`src/rtl/tff_bank_ctrl_if.sv`:
```
// Command port between a host/sequencer and tff_bank_ctrl.
// The master offers a command; the slave (controller) signals when it can take one.
interface tff_bank_ctrl_if #(
  parameter int WIDTH = 4,
  parameter int CNT_W = 8
);
  logic             cmd_valid;
  logic             cmd_ready;
  logic [1:0]       cmd_op;
  logic [WIDTH-1:0] cmd_data;
  logic [CNT_W-1:0] cmd_steps;

  modport master (
    output cmd_valid,
    output cmd_op,
    output cmd_data,
    output cmd_steps,
    input  cmd_ready
  );

  modport slave (
    input  cmd_valid,
    input  cmd_op,
    input  cmd_data,
    input  cmd_steps,
    output cmd_ready
  );
endinterface

```
`src/rtl/tff_bank_ctrl.sv`:
```
// Sequences an external bank of toggle flip-flops: clear, parallel load by toggling
// mismatched bits, and bounded up/down counting with a sticky wrap flag.
module tff_bank_ctrl #(
  parameter int WIDTH = 4,
  parameter int CNT_W = 8
) (
  input  logic                  clk,
  input  logic                  rst,
  tff_bank_ctrl_if.slave        cmd,
  input  logic [WIDTH-1:0]      q_in,
  output logic [WIDTH-1:0]      t_out,
  output logic                  busy,
  output logic                  done,
  output logic                  wrapped
);

  typedef enum logic [1:0] {
    S_IDLE  = 2'd0,
    S_APPLY = 2'd1,
    S_RUN   = 2'd2,
    S_DONE  = 2'd3
  } state_e;

  localparam logic [1:0] OP_CLEAR = 2'b00;
  localparam logic [1:0] OP_LOAD  = 2'b01;
  localparam logic [1:0] OP_UP    = 2'b10;
  localparam logic [1:0] OP_DOWN  = 2'b11;

  state_e           state_q, state_d;
  logic [1:0]       op_q, op_d;
  logic [WIDTH-1:0] target_q, target_d;
  logic [CNT_W-1:0] remaining_q, remaining_d;
  logic             wrapped_q, wrapped_d;

  // Count toggle vectors: bit i flips when every lower bit is 1 (up) or 0 (down).
  logic [WIDTH-1:0] up_t;
  logic [WIDTH-1:0] dn_t;

  assign up_t[0] = 1'b1;
  assign dn_t[0] = 1'b1;

  genvar gi;
  generate
    for (gi = 1; gi < WIDTH; gi++) begin : g_carry
      assign up_t[gi] = up_t[gi-1] &  q_in[gi-1];
      assign dn_t[gi] = dn_t[gi-1] & ~q_in[gi-1];
    end
  endgenerate

  logic             is_down;
  logic [WIDTH-1:0] count_t;
  logic             wrap_hit;
  logic             accept;

  assign is_down  = (op_q == OP_DOWN);
  assign count_t  = is_down ? dn_t : up_t;
  assign wrap_hit = is_down ? ~|q_in : &q_in;
  assign accept   = (state_q == S_IDLE) && cmd.cmd_valid;

  always_ff @(posedge clk or posedge rst) begin
    if (rst) begin
      state_q     <= S_IDLE;
      op_q        <= OP_CLEAR;
      target_q    <= '0;
      remaining_q <= '0;
      wrapped_q   <= 1'b0;
    end else begin
      state_q     <= state_d;
      op_q        <= op_d;
      target_q    <= target_d;
      remaining_q <= remaining_d;
      wrapped_q   <= wrapped_d;
    end
  end

  always_comb begin
    state_d     = state_q;
    op_d        = op_q;
    target_d    = target_q;
    remaining_d = remaining_q;
    wrapped_d   = wrapped_q;

    case (state_q)
      S_IDLE: begin
        if (accept) begin
          op_d        = cmd.cmd_op;
          target_d    = (cmd.cmd_op == OP_LOAD) ? cmd.cmd_data : '0;
          remaining_d = cmd.cmd_steps;
          wrapped_d   = 1'b0;
          if ((cmd.cmd_op == OP_CLEAR) || (cmd.cmd_op == OP_LOAD)) begin
            state_d = S_APPLY;
          end else if (cmd.cmd_steps != '0) begin
            state_d = S_RUN;
          end else begin
            state_d = S_DONE;
          end
        end
      end
      S_APPLY: begin
        state_d = S_DONE;
      end
      S_RUN: begin
        remaining_d = remaining_q - CNT_W'(1);
        if (wrap_hit) begin
          wrapped_d = 1'b1;
        end
        if (remaining_q == CNT_W'(1)) begin
          state_d = S_DONE;
        end
      end
      S_DONE: begin
        state_d = S_IDLE;
      end
      default: begin
        state_d = S_IDLE;
      end
    endcase
  end

  // Outside APPLY/RUN the T inputs stay low so the bank holds its value.
  always_comb begin
    t_out         = '0;
    busy          = 1'b0;
    done          = 1'b0;
    cmd.cmd_ready = 1'b0;

    case (state_q)
      S_IDLE: begin
        cmd.cmd_ready = 1'b1;
      end
      S_APPLY: begin
        t_out = q_in ^ target_q;
        busy  = 1'b1;
      end
      S_RUN: begin
        t_out = count_t;
        busy  = 1'b1;
      end
      S_DONE: begin
        done = 1'b1;
      end
      default: begin
        t_out = '0;
      end
    endcase
  end

  assign wrapped = wrapped_q;

endmodule
```
`src/flat_wrapper.sv`:
```
// flat-port wrapper written by rule: the top's interface ports become plain ports
module tff_bank_ctrl_flat 
#(
  parameter int WIDTH = 4,
  parameter int CNT_W = 8
)
  (clk, rst, q_in, t_out, busy, done, wrapped, cmd_cmd_valid, cmd_cmd_op, cmd_cmd_data, cmd_cmd_steps, cmd_cmd_ready);
  tff_bank_ctrl_if #(.WIDTH(WIDTH), .CNT_W(CNT_W)) cmd_i ();
  input  logic clk;
  input  logic rst;
  input  logic [WIDTH-1:0] q_in;
  output logic [WIDTH-1:0] t_out;
  output logic busy;
  output logic done;
  output logic wrapped;
  input wire logic [$bits(cmd_i.cmd_valid)-1:0] cmd_cmd_valid;
  input wire logic [$bits(cmd_i.cmd_op)-1:0] cmd_cmd_op;
  input wire logic [$bits(cmd_i.cmd_data)-1:0] cmd_cmd_data;
  input wire logic [$bits(cmd_i.cmd_steps)-1:0] cmd_cmd_steps;
  output wire logic [$bits(cmd_i.cmd_ready)-1:0] cmd_cmd_ready;
  assign cmd_i.cmd_valid = cmd_cmd_valid;
  assign cmd_i.cmd_op = cmd_cmd_op;
  assign cmd_i.cmd_data = cmd_cmd_data;
  assign cmd_i.cmd_steps = cmd_cmd_steps;
  assign cmd_cmd_ready = cmd_i.cmd_ready;
  tff_bank_ctrl #(.WIDTH(WIDTH), .CNT_W(CNT_W)) u_core (.clk(clk), .rst(rst), .cmd(cmd_i), .q_in(q_in), .t_out(t_out), .busy(busy), .done(done), .wrapped(wrapped));
endmodule
```
`config.mk`:
```
export PLATFORM = sky130hd
export DESIGN_NAME = tff_bank_ctrl_flat
export DESIGN_NICKNAME = d
export VERILOG_FILES = /design/src/rtl/tff_bank_ctrl_if.sv /design/src/rtl/tff_bank_ctrl.sv /design/src/flat_wrapper.sv
export SDC_FILE = /design/constraint.sdc
export NUM_CORES = 1
export LEC_CHECK = 0
export CAP_MARGIN = 15
export CORE_MARGIN = 2
export CORE_UTILIZATION = 50
export CTS_CLUSTER_DIAMETER = 30
export DETAILED_ROUTE_END_ITERATION = 10
export MAX_ROUTING_LAYER = met4
export PLACE_DENSITY = 0.88
export SLEW_MARGIN = 0
export SYNTH_ARGS = -nofsm -noshare
export SYNTH_HDL_FRONTEND = slang
export SYNTH_SLANG_ARGS = --single-unit
```
`constraint.sdc`:
```
create_clock -name clk -period 3.75 [get_ports clk]
set_input_delay 0.5625 -clock clk [delete_from_list [all_inputs] [get_ports clk]]
set_output_delay 0.5625 -clock clk [all_outputs]
set_load 0.01 [all_outputs]
```
Word-level counts from Yosys, hierarchy flattened
Cells that the tools add are included.

storage, ports and cells
  bits in registers = 17
  bits of input ports = 21
  output and inout port bits = 8

operators by class
  reductions and logical operators = 14
  eq/ne operators = 9
  multiplexer cells = 17
  bitwise gates (word level) = 8
  add/sub/neg operators = 1

operators by type and width
  operator                                               count
  one-hot mux 8 bit (2 select lines)                     1
  equality test 8 x 1 -> 1 bit, second input constant    1
  two-way mux 4 bit                                      2
  two-way mux 8 bit                                      1
  one-hot mux 2 bit (4 select lines)                     1
  one-hot mux 4 bit (2 select lines)                     1
  nonzero test 8 bit                                     1
  subtractor 8 x 1 -> 8 bit, second input constant       1
  two-way mux 1 bit                                      7
  equality test 2 bit, second input constant             3
  two-way mux 2 bit                                      3
  inequality test 2 x 1 -> 1 bit, second input constant  3
  AND reduction 2 bit                                    3
  AND 1 bit                                              4
  equality test 2 x 1 -> 1 bit, second input constant    2
  zero test 2 bit                                        2
  AND reduction 4 bit                                    1
  OR reduction 4 bit                                     1
  bitwise XOR 4 bit                                      1
  inverter 1 bit                                         3
  AND reduction 3 bit                                    1
  one-hot mux 1 bit (2 select lines)                     1
  nonzero test 2 bit                                     1
  OR reduction 2 bit                                     1
  other kinds (3)                                        3

Longest topological paths before layout
  word-level depth = 5
  depth in mapped cells = 7
  depth with buffers taken out = 6

Least setup slack after synthesis
No wires, ideal clock.

  kind = reg2out
  start point = reg u_core.state_q[0]
  end point = out t_out[2]
  stages on the path, launching flop included = 7
  setup slack = 1.759 ns
  buffers on the path = 2
  data required time = 3.188 ns
  arrival = 1.428 ns
  cells stage by stage = dfrtp_1 inv_1 ha_1 buf_4 clkbuf_1 o21ai_0 a21boi_0

on the way
  word-level cells in the longest chain between the ends = 2

RTL lines
  item                                                                        line                  text
  start, declared                                                             tff_bank_ctrl.sv:29   state_e state_q, state_d;
  start signal, assigned                                                      tff_bank_ctrl.sv:68   state_q <= state_d;
  equality test 2 bit / equality test 2 x 1 -> 1 bit (equally long branches)  tff_bank_ctrl.sv:127  case (state_q)
  one-hot mux 4 bit (2 select lines) (*)                                      tff_bank_ctrl.sv:127
  end, declared                                                               flat_wrapper.sv:12    output logic [WIDTH-1:0] t_out;

Mark *: on every way between the ends. The rest lies on a longest branch, timed or not.

Worst setup path after layout
  start point = in q_in[0]
  end point = out t_out[3]

on the way
  word-level cells in the longest chain between the ends = 5

RTL lines
  item                                    line                  text
  start, declared                         flat_wrapper.sv:11    input logic [WIDTH-1:0] q_in;
  inverter 1 bit                          tff_bank_ctrl.sv:46   assign dn_t[gi] = dn_t[gi-1] & ~q_in[gi-1];
  AND 1 bit (2 in series)                 tff_bank_ctrl.sv:46
  two-way mux 4 bit (*)                   tff_bank_ctrl.sv:56   assign count_t = is_down ? dn_t : up_t;
  one-hot mux 4 bit (2 select lines) (*)  tff_bank_ctrl.sv:127

Marks and branches as above.

==> flow_summary.ini <==
[die]
die-height_um = 52.9
die_area_um2 = 2790
die_w_um = 52.9
placement_rows = 17
num_io_pins = 29
floorplan.initialDensity_pct = 53.4
core-area_um2 = 2230

[critical_path]
worst_setup_path_endpoint = t_out[3]
path_cells = clkdlybuf4s50_1, nor4_1, o21ai_0, a21boi_0, clkdlybuf4s50_1
worst_setup_path_startpoint = q_in[0]
setup.reg_to_reg.worst_slack_ns = 1.38
endpoint_kind = primary output
crit_top_cell = sky130_fd_sc_hd__clkdlybuf4s50_1
timing.critical_path.required_ns = 3.19
slowest_stage_cell_on_the_critical_path = sky130_fd_sc_hd__clkdlybuf4s50_1
critical_path_peak_fanout = 6
timing.critical_path.arrival_ns = 2.30
timing.critical_path.slowest_cell_delay_ns = 0.55
timing.rr.start = u_core.state_q[0]$_DFFE_PP0P_
cp-start-kind = input pin
worst-setup-path-type = in2out
reg2regPathDepth = 5
rr_endpoint = u_core.target_q[2]$_DFFE_PP0P_

[logic_synthesis]
synth_cell_type_count = 36
synthesis.area_per_instance_um2 = 9.25
syn_inst = 129
proportion_of_netlist_area_held_by_the_largest_area_contributor_pct = 35.6
yosys_warnings = 0
post-synth-top-area-cell = sky130_fd_sc_hd__dfrtp_1
number_of_synthesized_flops_with_an_enable_pin = 0
yosys.cell_count.top_type = sky130_fd_sc_hd__dfrtp_1
ys.flop_type = sky130_fd_sc_hd__dfrtp_1
postSynthNetCount = 157
synth-seq-area-share_pct = 35.6
synth_area_um2 = 1190
synthTopCellsByCount = sky130_fd_sc_hd__dfrtp_1, sky130_fd_sc_hd__a21oi_1, sky130_fd_sc_hd__nand2_1
async_reset_ff_share_pct = 100
largest_cells_by_area_after_synthesis = sky130_fd_sc_hd__dfrtp_1, sky130_fd_sc_hd__ha_1, sky130_fd_sc_hd__mux2i_1, sky130_fd_sc_hd__a21oi_1, sky130_fd_sc_hd__o22ai_1
yosys_register_bits = 17

[sta]
max_slew.worst_pin.slew_ns = 0.669
report.final.hold_viol_count = 0
relSlewSlack_pct = 55.4
timing.final.setup_violations = 0
maxSlewViolCount = 0
layout_worst_path_cycle_share_pct = 76.4
min_period_ns = 2.86
timing.hold.ws_ns = 0.516
rsz_0062_raised_after_global_routing = false
timing.setup.tns_ns = 0
finalClockSkew_ns = 0.00150
achievable-frequency_ghz = 0.349

[clock_tree]
tritoncts.num_buffers = 3
root_buffer = sky130_fd_sc_hd__clkbuf_4
insertion_delay_to_the_later_sink_of_the_worst_skew_pair_ns = 0.29
tritoncts_clock_tree = done
cts_hold_buf = 0
path_clk_slew_ns = 0.09
htree_levels = 1
postCtsResizedCells = 0
clkSinkCount = 17
clock_tree.buffer_depth = 2
cts_post_setup_buffers_inserted = 0

[route]
routed_wirelength_mm = 2.78
vias_after_detailed_routing = 1072
via_per_inst = 5.86
wire_per_inst_um = 15.2
drt_iter0_drc = 19
remaining_drc_errors = 0
drtAntennaViolNets = 0
dr.pass1.iters = 5

[cells_and_area]
num-nets-final = 184
layout-drive-gt1-share_pct = 7.10
area_growth_syn_to_layout_pct = 25.2
finish.instance_area_um2 = 1490
fill_cells = 187
antenna-diode-count = 0

[global_routing]
grt-ovfl-total = 0
first_pass_grt_wire_length_mm = 4.53
largest_net_degree_at_the_start_of_global_routing = 18
grt.total_usage_pct = 22.6
grt_antenna_before_repair = 0
first_global_vias = 1062

[job]
cap_viol_max_count = 0

[place]
gpl_wtd_cong = 0.872
detailedPlacementHpwl_mm = 2.08
place_area_um2 = 1470
buffer_ports.inserted = 28

[pwr]
power_density_nw_per_um2 = 761
p_leak_nw = 0.619
vdd_ir_drop_max_mv = 0.465

[outcome]
status = completed

[min_path]
holdCritPathClass = reg2reg
## sequential cells by signal, indices dropped and copies added, names as in the netlist
name / cells
u_core.target_q: 4
u_core.wrapped: 1
u_core.remaining_q: 8
u_core.state_q: 2
u_core.op_q: 2
## placed cells by master, fill, tap and decap left out, types with 4 or more instances in the layout
cell type	count
sky130_fd_sc_hd__o21ai_0	8
sky130_fd_sc_hd__a21oi_1	10
sky130_fd_sc_hd__nor2_1	6
sky130_fd_sc_hd__o22a_1	4
sky130_fd_sc_hd__a22o_1	4
sky130_fd_sc_hd__mux2i_1	6
sky130_fd_sc_hd__o22ai_1	7
sky130_fd_sc_hd__ha_1	7
sky130_fd_sc_hd__clkdlybuf4s50_1	28
sky130_fd_sc_hd__inv_1	6
sky130_fd_sc_hd__nand3_1	5
sky130_fd_sc_hd__dfrtp_1	17
sky130_fd_sc_hd__xor2_1	4
sky130_fd_sc_hd__nand2_1	9
## per-stage QoR
stage	power (W)	setup WS (ns)	cells	utilization, %
floorplan	0.000841	1.76	129	-
global placement	0.00101	0.922	179	65.7
CTS	0.00114	0.893	183	66.9
finish	0.00114	0.886	183	66.9
global route	0.00124	0.757	183	66.9
detailed placement	0.00104	0.899	179	65.7
## kinds of logic after synthesis
group	share of synthesized area, %
buffers and inverters	5.97
AND/OR/NAND/NOR	17.6
XOR/XNOR	3.67
multiplexers	8.18
AO/OA/AOI/OAI	21.6
flip-flops	35.6
adder cells (fa/ha/maj)	7.34
## metal layers
layer / track usage [%] / part of all wire [%] / vias to the layer above
met3: 3.11 / 6.0 / 5
met4: 5.13 / 1.1 / 0
met5: - / 0 / -
li1: - / - / 526
met1: 27.5 / 44 / 501
met2: 39.8 / 48 / 40
## how the worst min path moves through the flow
stage               depth (start not counted)                        from                         end  slack [ns]
finish                                      2  u_core.wrapped$_DFFE_PP0P_  u_core.wrapped$_DFFE_PP0P_        0.52
detailed placement                          1  u_core.op_q[0]$_DFFE_PP0P_  u_core.op_q[0]$_DFFE_PP0P_        0.50
floorplan                                   1  u_core.op_q[1]$_DFFE_PP0P_  u_core.op_q[1]$_DFFE_PP0P_        0.48
global placement                            1  u_core.op_q[0]$_DFFE_PP0P_  u_core.op_q[0]$_DFFE_PP0P_        0.49
CTS                                         2  u_core.wrapped$_DFFE_PP0P_  u_core.wrapped$_DFFE_PP0P_        0.52
global route                                1  u_core.op_q[0]$_DFFE_PP0P_  u_core.op_q[0]$_DFFE_PP0P_        0.55
## power by group
| part | total [W] | internal (W) | switching, W |
|---|---|---|---|
| combinational | 0.000669 | 0.000345 | 0.000325 |
| sequential | 0.000369 | 0.000272 | 0.0000967 |
| clock | 0.0000990 | 0.0000415 | 0.0000576 |
## final cells by class
class | count | area, um2 | area share, %
Tap cell | 28 | 35.0 | 2.35
Sequential cell | 17 | 425 | 28.5
Timing Repair Buffer | 29 | 288 | 19.3
Multi-Input combinational cell | 99 | 697 | 46.6
Clock buffer | 4 | 26.3 | 1.76
Inverter | 6 | 22.5 | 1.51
## worst max-delay path, delay by kind of cell
kind            cells  cell delay [ns]
simple gates        1             0.36
compound gates      2             0.31
buf+inv             2             1.07
No activity file was read; power rests on OpenSTA's default activity.
